## src/rtl/rf_write_arbiter.sv

```systemverilog
// Arbitrates the register-file write port between the ALU and MEM writeback paths.
// MEM has fixed priority; a starvation guard forces an ALU grant after MAX_WAIT lost cycles.
module rf_write_arbiter #(
    parameter int MAX_WAIT = 3,
    parameter int CNT_W    = 16
) (
    input  logic             clk,
    input  logic             rst,
    input  logic             alu_valid,
    input  logic [4:0]       alu_rd,
    input  logic [31:0]      alu_data,
    output logic             alu_ready,
    input  logic             mem_valid,
    input  logic [4:0]       mem_rd,
    input  logic [31:0]      mem_data,
    output logic             mem_ready,
    output logic             regWrite,
    output logic [4:0]       rd,
    output logic [31:0]      writeData,
    output logic             alu_starved,
    output logic [CNT_W-1:0] wr_count
);

    logic [3:0]  wait_cnt;
    logic        starve;
    logic        regwrite_q;
    logic        alu_xfer;
    logic        mem_xfer;
    logic [4:0]  win_rd;
    logic [31:0] win_data;

    assign starve      = (wait_cnt >= 4'(MAX_WAIT));
    assign alu_starved = starve;
    assign mem_ready   = !(alu_valid && starve);
    assign alu_ready   = !mem_valid || starve;

    // The ready equations guarantee at most one of these is high in any cycle.
    assign alu_xfer = alu_valid && alu_ready;
    assign mem_xfer = mem_valid && mem_ready;

    assign win_rd   = alu_xfer ? alu_rd   : mem_rd;
    assign win_data = alu_xfer ? alu_data : mem_data;

    // Gated by rst so a write captured just before reset never reaches the register file.
    assign regWrite = regwrite_q && !rst;

    always_ff @(posedge clk) begin
        if (rst) begin
            regwrite_q <= 1'b0;
            rd         <= '0;
            writeData  <= '0;
            wr_count   <= '0;
            wait_cnt   <= '0;
        end else begin
            wr_count <= wr_count + {{(CNT_W-1){1'b0}}, regwrite_q};
            if (alu_xfer || mem_xfer) begin
                regwrite_q <= (win_rd != 5'd0);
                rd         <= win_rd;
                writeData  <= win_data;
            end else begin
                regwrite_q <= 1'b0;
            end
            if (alu_valid && !alu_ready)
                wait_cnt <= (wait_cnt == 4'd15) ? 4'd15 : wait_cnt + 4'd1;
            else
                wait_cnt <= '0;
        end
    end

endmodule

```

## config.mk

```make
export PLATFORM = sky130hd
export DESIGN_NAME = rf_write_arbiter
export DESIGN_NICKNAME = d
export VERILOG_FILES = /design/src/rtl/rf_write_arbiter.sv
export SDC_FILE = /design/constraint.sdc
export NUM_CORES = 1
export LEC_CHECK = 0
export ABC_CLOCK_PERIOD_IN_PS = 2200
export CAP_MARGIN = 0
export CORE_ASPECT_RATIO = 1.1
export CORE_MARGIN = 2
export CORE_UTILIZATION = 39
export DETAILED_ROUTE_END_ITERATION = 16
export PLACE_DENSITY = 0.8
export SYNTH_ARGS = -nofsm -noshare
export SYNTH_HDL_FRONTEND = slang
export SYNTH_SLANG_ARGS = --single-unit
```

## constraint.sdc

```tcl
create_clock -name clk -period 2.2 [get_ports clk]
set_clock_uncertainty 0.2 [all_clocks]
set_input_delay 0.22 -clock clk [delete_from_list [all_inputs] [get_ports clk]]
set_output_delay 0.22 -clock clk [all_outputs]
set_load 0.01 [all_outputs]
```

==> parameters.txt, run 1 <==
Parameter                              Value

Layout
  Footprint of the flip-flops and latches ... 1161 um^2
  Final #Nets ... ~480
  Non-filler instance count after layout ... 482
  N_diodes ... 0
  Synth-to-layout area growth ... 66.55%
  Post-route design area ... 4068 um^2
  Multi-input combinational cell area ... 1184 um^2
  FILL cells ... 540
  Final core utilization ... about two thirds
  Share of post-route cells with drive strength above 1 ... 6.716%

Worst hold path
  Min-delay src ... wait_cnt[0]
  Hold Path Cell Cnt ... 1
  Path type of the worst min-delay path ... flip-flop to flip-flop
  Hold worst-path end ... wait_cnt[0]

Timing
  Final-layout setup total negative slack ... 0 ps
  Minimum period implied by the final worst setup slack ... 2114 ps
  Minimum setup slack in the final design ... roughly 86 ps
  Final-report hold violation count ... 0
  Number of setup violations in the final report ... 0
  Setup repair after global routing missed its margin ... false
  Final worst path period share ... between 90% and 100%
  Max Fclk ... approximately 470 MHz
  Slew Viols, Final ... 0
  Hold slack final ... 234.5 ps

Clocking
  Total number of clock tree sinks ... 58
  Count of H-tree levels built during CTS ... 3
  Buffers from clock root to sink, at most ... 2
  Worst skew pair latency ... 320 ps
  Clock buffers created by TritonCTS ... 9
  Number of buffers inserted to repair setup after CTS ... 0
  CTS root buffer ... sky130_fd_sc_hd__clkbuf_8
  TritonCTS clock tree ... done
  Register clock-pin slew on the reported worst setup and hold paths ... 60 ps

Critical path
  Endpoint required time on the critical path ... ~1800 ps
  Cell count of the worst reg-to-reg path ... 6
  Launching point of the worst reg2reg path ... wait_cnt[0]
  Startpoint types ... flip-flop
  WS Path Type ... flip-flop to output pin
  Arrival time worst endpoint ... 1690 ps
  Setup crit end kind ... output pin
  End of the worst register-to-register path ... writeData[31]
  Reg2Reg Setup Slack ... approximately 200 ps
  Crit Path Max Fanout ... 3

Flow run
  Maximum capacitance violations ... 0

Placement
  Instance area at placement ... 3900 um^2
  Total instance count after detailed placement ... 467
  Post-place setup slack ... 59.78 ps
  Final weighted congestion of routability-driven global placement ... 0.7395
  Placed wire-length estimate ... 4.777 mm
  IO buf count ... 134

Yosys
  Post-synthesis area per instance ... 9.430 um^2
  Unique masters post-synth ... 32
  Most used flip-flop cell after synthesis ... sky130_fd_sc_hd__dfxtp_1
  Post-synthesis adder-cell area fraction ... 1.537%
  Largest family of logic cells by synthesized area ... simple AND/OR/NAND/NOR gates
  Number of synthesized flops with an enable pin ... 0
  Sequential share of the synthesized area ... 47.54%
  Post-synth ARST share ... 0%
  Most frequent cells after synthesis ... 58 x sky130_fd_sc_hd__dfxtp_1, 41 x sky130_fd_sc_hd__nand2_1, 37 x sky130_fd_sc_hd__mux2i_1
  Gate count of the mapped netlist ... approximately 260
  Portion of synthesized cell area occupied by the leading cell type ... 47.54%
  Synth warn ... 0
  Most used standard cell by instance count after synthesis ... sky130_fd_sc_hd__dfxtp_1
  Cell type with the highest aggregate area in the netlist ... sky130_fd_sc_hd__dfxtp_1
  Ranking of synthesized cells by area ... sky130_fd_sc_hd__dfxtp_1 48%, sky130_fd_sc_hd__mux2i_1 15%, sky130_fd_sc_hd__nand2_1 6.3%
  Simple-gate area share of the yosys netlist ... 16.85%
  Flip-flop and latch count after synthesis ... 58
  Cell Area, Synth ... 2442 um^2
  Multiplexer fraction of the synthesized cell area ... 15.16%
  Area share of xor/xnor cells in the synthesized design ... 3.945%
  Synthesized-area fraction occupied by ao, oa, aoi and oai cells ... 10.25%

Floorplan
  Floorplan core area ... 6118 um^2
  Initial core utilization ... about two fifths
  Height of the chip ... ~87 um
  X dimension of the die ... 79.45 um
  Site row count ... 30
  Die area ... 6912 um^2
  I/O pin count ... 135

Routing
  Number of vias in the routed layout ... around 2300
  Routed via count divided by cell count ... 4.811
  Antenna-violating nets left ... 0
  Drt drc ... 0
  WL final ... between 6 and 7 mm
  Average wire per standard cell ... approximately 13 um
  1st-iter DRT viols ... 62
  Number of detailed-route iterations in the first pass ... 4

Pwr
  Maximum vdd drop ... 0.0003204 V
  Power density over the cells ... around 600 nW/um^2
  Power consumption ... 2.434 mW
  Leakage power summed over all cells ... 1.593 nW

Global routing
  Antenna violations before repair ... 0
  Gr busiest metal ... met2
  Pin count of the biggest net entering global routing ... 39
  Congestion Overflow GR ... 0
  GR Layer Usage met1 ... 18.75%
  GRT Total Usage ... 18.16%
  First-pass GRT wire length ... slightly below 10 mm
  Global routing met3 resource utilization ... 6.743%
  Number of global-route vias before repair ... 2262
  Met2 Resource Use GR ... about 32%

Status
  Status ... finished clean
-- critical path: stages (launching register included) --
cell and delay (ps):
sky130_fd_sc_hd__dfxtp_1 310, sky130_fd_sc_hd__ha_1 230, sky130_fd_sc_hd__or4b_4 520, sky130_fd_sc_hd__dlygate4sd2_1 310
-- registers in the layout, summed over array words and instances, names as in the netlist --
signal	count
rd	5
regwrite_q	1
wait_cnt	4
wr_count	16
writeData	32
-- layout by cell type (no fill, tap or decap), drive strengths merged, types with 6 or more instances in the layout --
cell type and instances:
buf 7, clkbuf 12, clkdlybuf4s50 132, dfxtp 58
mux2i 37, nand2 42, nand3 6, nor2 13
o21ai 38, xnor2 6
-- repair_timing --
item,4_1_cts,5_1_grt
endpoints found under the setup margin,2,0
hold buffers,0,0
resized for setup,2,0
-- cell families after synthesis --
family	Yosys count
flip-flops	58
adder cells (fa/ha/maj)	3
AND/OR/NAND/NOR	85
XOR/XNOR	11
multiplexers	37
AO/OA/AOI/OAI	47
buffers and inverters	17
other	1
-- worst max-delay path by stage --
stage	cells past startpoint	from	slack, ps	endpoint
after global routing	3	wait_cnt[0]	40	alu_ready
after detailed placement	6	mem_valid	60	rd[4]
after global placement	6	mem_valid	90	writeData[26]
after floorplan	7	wait_cnt[0]	230	rd[0]
after CTS	3	wait_cnt[0]	70	alu_ready
final	3	wait_cnt[0]	90	alu_ready
-- where the power goes --
group | internal (mW) | leakage (nW) | switching [mW]
Combinational | 0.295 | 1.02 | 0.163
Sequential | 1.11 | 0.478 | 0.0314
Clock | 0.458 | 0.0920 | 0.374
-- routing by layer --
metal	part of all wire, %	up-vias
met5	0	-
met4	2.0	0
met3	8.1	10
met2	50	92
met1	40	1044
li1	-	1173
-- area by class of cell --
| cell class | instances | area share [%] |
|---|---|---|
| clock buffer | 12 | 3.814 |
| multi-input combinational | 185 | 29.10 |
| inverter | 3 | 0.2768 |
| sequential | 58 | 28.54 |
| clock inverter | 3 | 0.3691 |
| tap | 80 | 2.461 |
| timing repair buffer | 141 | 35.44 |
(Power assumes the default switching activity.)
==> inputs of run 2 (changes only) <==
--- a/config.mk
+++ b/config.mk
@@ -11,7 +11,7 @@
 export CORE_MARGIN = 2
 export CORE_UTILIZATION = 39
 export DETAILED_ROUTE_END_ITERATION = 16
-export PLACE_DENSITY = 0.8
+export PLACE_DENSITY = 0.81
 export SYNTH_ARGS = -nofsm -noshare
 export SYNTH_HDL_FRONTEND = slang
 export SYNTH_SLANG_ARGS = --single-unit
==> run 2 against run 1 <==
- via count is 0.78% higher
- fmax is 0.91% higher
- first-iteration DRC count is 9.7% lower
- total power is 2.4% lower
- largest cell class unchanged
==> parameters.txt, run 2 (synthesis results as in run 1) <==
Parameter                              Value

Routing
  1st-iter DRT viols ... 56 (-9.7%)
  Number of vias in the routed layout ... 2337 (+0.78%)
  Average wire per standard cell ... 12.80 um (-1.0%)
  Routed via count divided by cell count ... 4.849 (+0.78%)
  WL final ... 6.169 mm (-1.0%)
  Antenna-violating nets left ... 0 (unchanged)
  Number of detailed-route iterations in the first pass ... 4 (unchanged)
  Drt drc ... 0 (unchanged)

Pwr
  Leakage power summed over all cells ... 1.584 nW (-0.58%)
  Power consumption ... 2.376 mW (-2.4%)
  Maximum vdd drop ... 0.0003521 V (+9.9%)
  Power density over the cells ... 586.7 nW/um^2 (-1.9%)

Timing
  Minimum setup slack in the final design ... 105.1 ps (+19.14 ps)
  Slew Viols, Final ... 0 (unchanged)
  Final-layout setup total negative slack ... 0 ps (unchanged)
  Max Fclk ... 477.3 MHz (+0.91%)
  Minimum period implied by the final worst setup slack ... 2095 ps (-19.14 ps)
  Final worst path period share ... 95.22% (-0.87 points)
  Hold slack final ... 239.8 ps (+5.296 ps)
  Final-report hold violation count ... 0 (unchanged)
  Number of setup violations in the final report ... 0 (unchanged)
  Setup repair after global routing missed its margin ... false

Floorplan
  Floorplan core area ... 6118 um^2 (unchanged)
  Site row count ... 30 (unchanged)
  I/O pin count ... 135 (unchanged)
  Height of the chip ... 87.00 um (unchanged)
  Die area ... 6912 um^2 (unchanged)
  X dimension of the die ... 79.45 um (unchanged)
  Initial core utilization ... 39.92% (unchanged)

Critical path
  Worst path top cell family by delay ... buffers and inverters
  WS Path Type ... flip-flop to output pin
  Startpoint types ... flip-flop
  CP Cell Sequence ... ha_1 -> or3_1 -> clkdlybuf4s50_1
  Stage delay of the slowest cell on the critical path ... 490 ps (-30 ps)
  Setup crit end kind ... output pin
  Endpoint required time on the critical path ... 1780 ps (about the same)
  Arrival time worst endpoint ... 1670 ps (-20 ps)
  Crit Path Max Fanout ... 3 (unchanged)
  Number of buffers and inverters on the critical path ... 1 (unchanged)
  Max stage delay cell, worst path ... sky130_fd_sc_hd__clkdlybuf4s50_1

Layout
  Most common cell after layout, fill and taps aside ... sky130_fd_sc_hd__clkdlybuf4s50_1
  Most frequent cells in the layout ... 132 x sky130_fd_sc_hd__clkdlybuf4s50_1, 58 x sky130_fd_sc_hd__dfxtp_1, 41 x sky130_fd_sc_hd__nand2_1
  Number of flip-flops in the largest register ... 32 (unchanged)
  Non-filler instance count after layout ... 482 (unchanged)
  Final core utilization ... 66.18% (-0.31 points)
  Leading registers by flop count ... writeData x32, wr_count x16, rd x5
  Largest register by flop count ... writeData
  Share of post-route cells with drive strength above 1 ... 6.468% (-0.25 points)
  N_diodes ... 0 (unchanged)
  Final #Nets ... 479 (unchanged)
  Post-route design area ... 4049 um^2 (-0.46%)
  Synth-to-layout area growth ... 65.78%

Worst hold path
  Path type of the worst min-delay path ... flip-flop to flip-flop

Placement
  Instance area at placement ... 3900 um^2 (unchanged)
  Placed wire-length estimate ... 4.735 mm (-0.89%)
  Post-place setup slack ... 22.56 ps (-37.22 ps)
  Final weighted congestion of routability-driven global placement ... 0.7966 (+7.7%)
  Total instance count after detailed placement ... 467 (unchanged)
  IO buf count ... 134 (unchanged)

Clocking
  CTS Hold Bufs ... 0 (unchanged)
  Post-cts sizing count ... 2 (unchanged)
  Buffers from clock root to sink, at most ... 2 (unchanged)
  Count of H-tree levels built during CTS ... 3 (unchanged)
  Number of buffers inserted to repair setup after CTS ... 0 (unchanged)
  Total number of clock tree sinks ... 58 (unchanged)
  Clock buffers created by TritonCTS ... 9 (unchanged)
  Worst skew pair latency ... 310 ps (about the same)
  CTS root buffer ... sky130_fd_sc_hd__clkbuf_8
  Register clock-pin slew on the reported worst setup and hold paths ... 60 ps (about the same)
  TritonCTS clock tree ... done

Global routing
  Congestion Overflow GR ... 0 (unchanged)
  Pin count of the biggest net entering global routing ... 39 (unchanged)
  Number of global-route vias before repair ... 2255 (-0.31%)
  GRT Total Usage ... 18.25% (+0.089 points)
  Antenna violations before repair ... 0 (unchanged)
  First-pass GRT wire length ... 9.832 mm (+0.29%)

Flow run
  Maximum capacitance violations ... 0 (unchanged)

Status
  Status ... finished clean
-- run 2: cell count changes in the layout (fill, tap and decap cells not counted) --
cell	delta
sky130_fd_sc_hd__clkbuf_1	+1
sky130_fd_sc_hd__clkinv_2	+1
sky130_fd_sc_hd__clkbuf_8	-2
-- run 2: layout make-up --
cell class              instances  area, um^2
clock inverters                 4       20.02
multi-input cells             185        1184
inverters                       3       11.26
well taps                      80       100.1
repair buffers                141        1441
flip-flops and latches         58        1161
fillers                       509        2069
clock buffers                  11       131.4
-- run 2: worst paths after layout --
| kind | cells after the start | slack [ps] | from | endpoint |
|---|---|---|---|---|
| worst max-delay path | 3 | 110 | wait_cnt[0] | alu_starved |
| worst min-delay path | 1 | 240 | wait_cnt[0] | wait_cnt[0] |
| worst max register to register | 6 | 180 | wait_cnt[0] | rd[3] |
| worst min register to register | 1 | 240 | wait_cnt[0] | wait_cnt[0] |
-- run 2: worst reg2reg max path: stages, from the launching register on --
cell                      delay, ps
sky130_fd_sc_hd__dfxtp_1        310
sky130_fd_sc_hd__ha_1           220
sky130_fd_sc_hd__or4b_4         520
sky130_fd_sc_hd__nand2_4        130
sky130_fd_sc_hd__buf_12         180
sky130_fd_sc_hd__mux2i_1        270
sky130_fd_sc_hd__o21ai_1         70
-- run 2: power by group --
group	internal (mW)	switching [mW]
Clock	0.394	0.377
Combinational	0.295	0.164
Sequential	1.11	0.0325
-- run 2: metal layers --
metal	track usage [%]	vias to the layer above	routed length, um
li1	-	1172	-
met1	18.95	1078	2364
met2	32.77	78	3250
met3	7.261	9	474
met4	7.053	0	80
met5	0	-	0
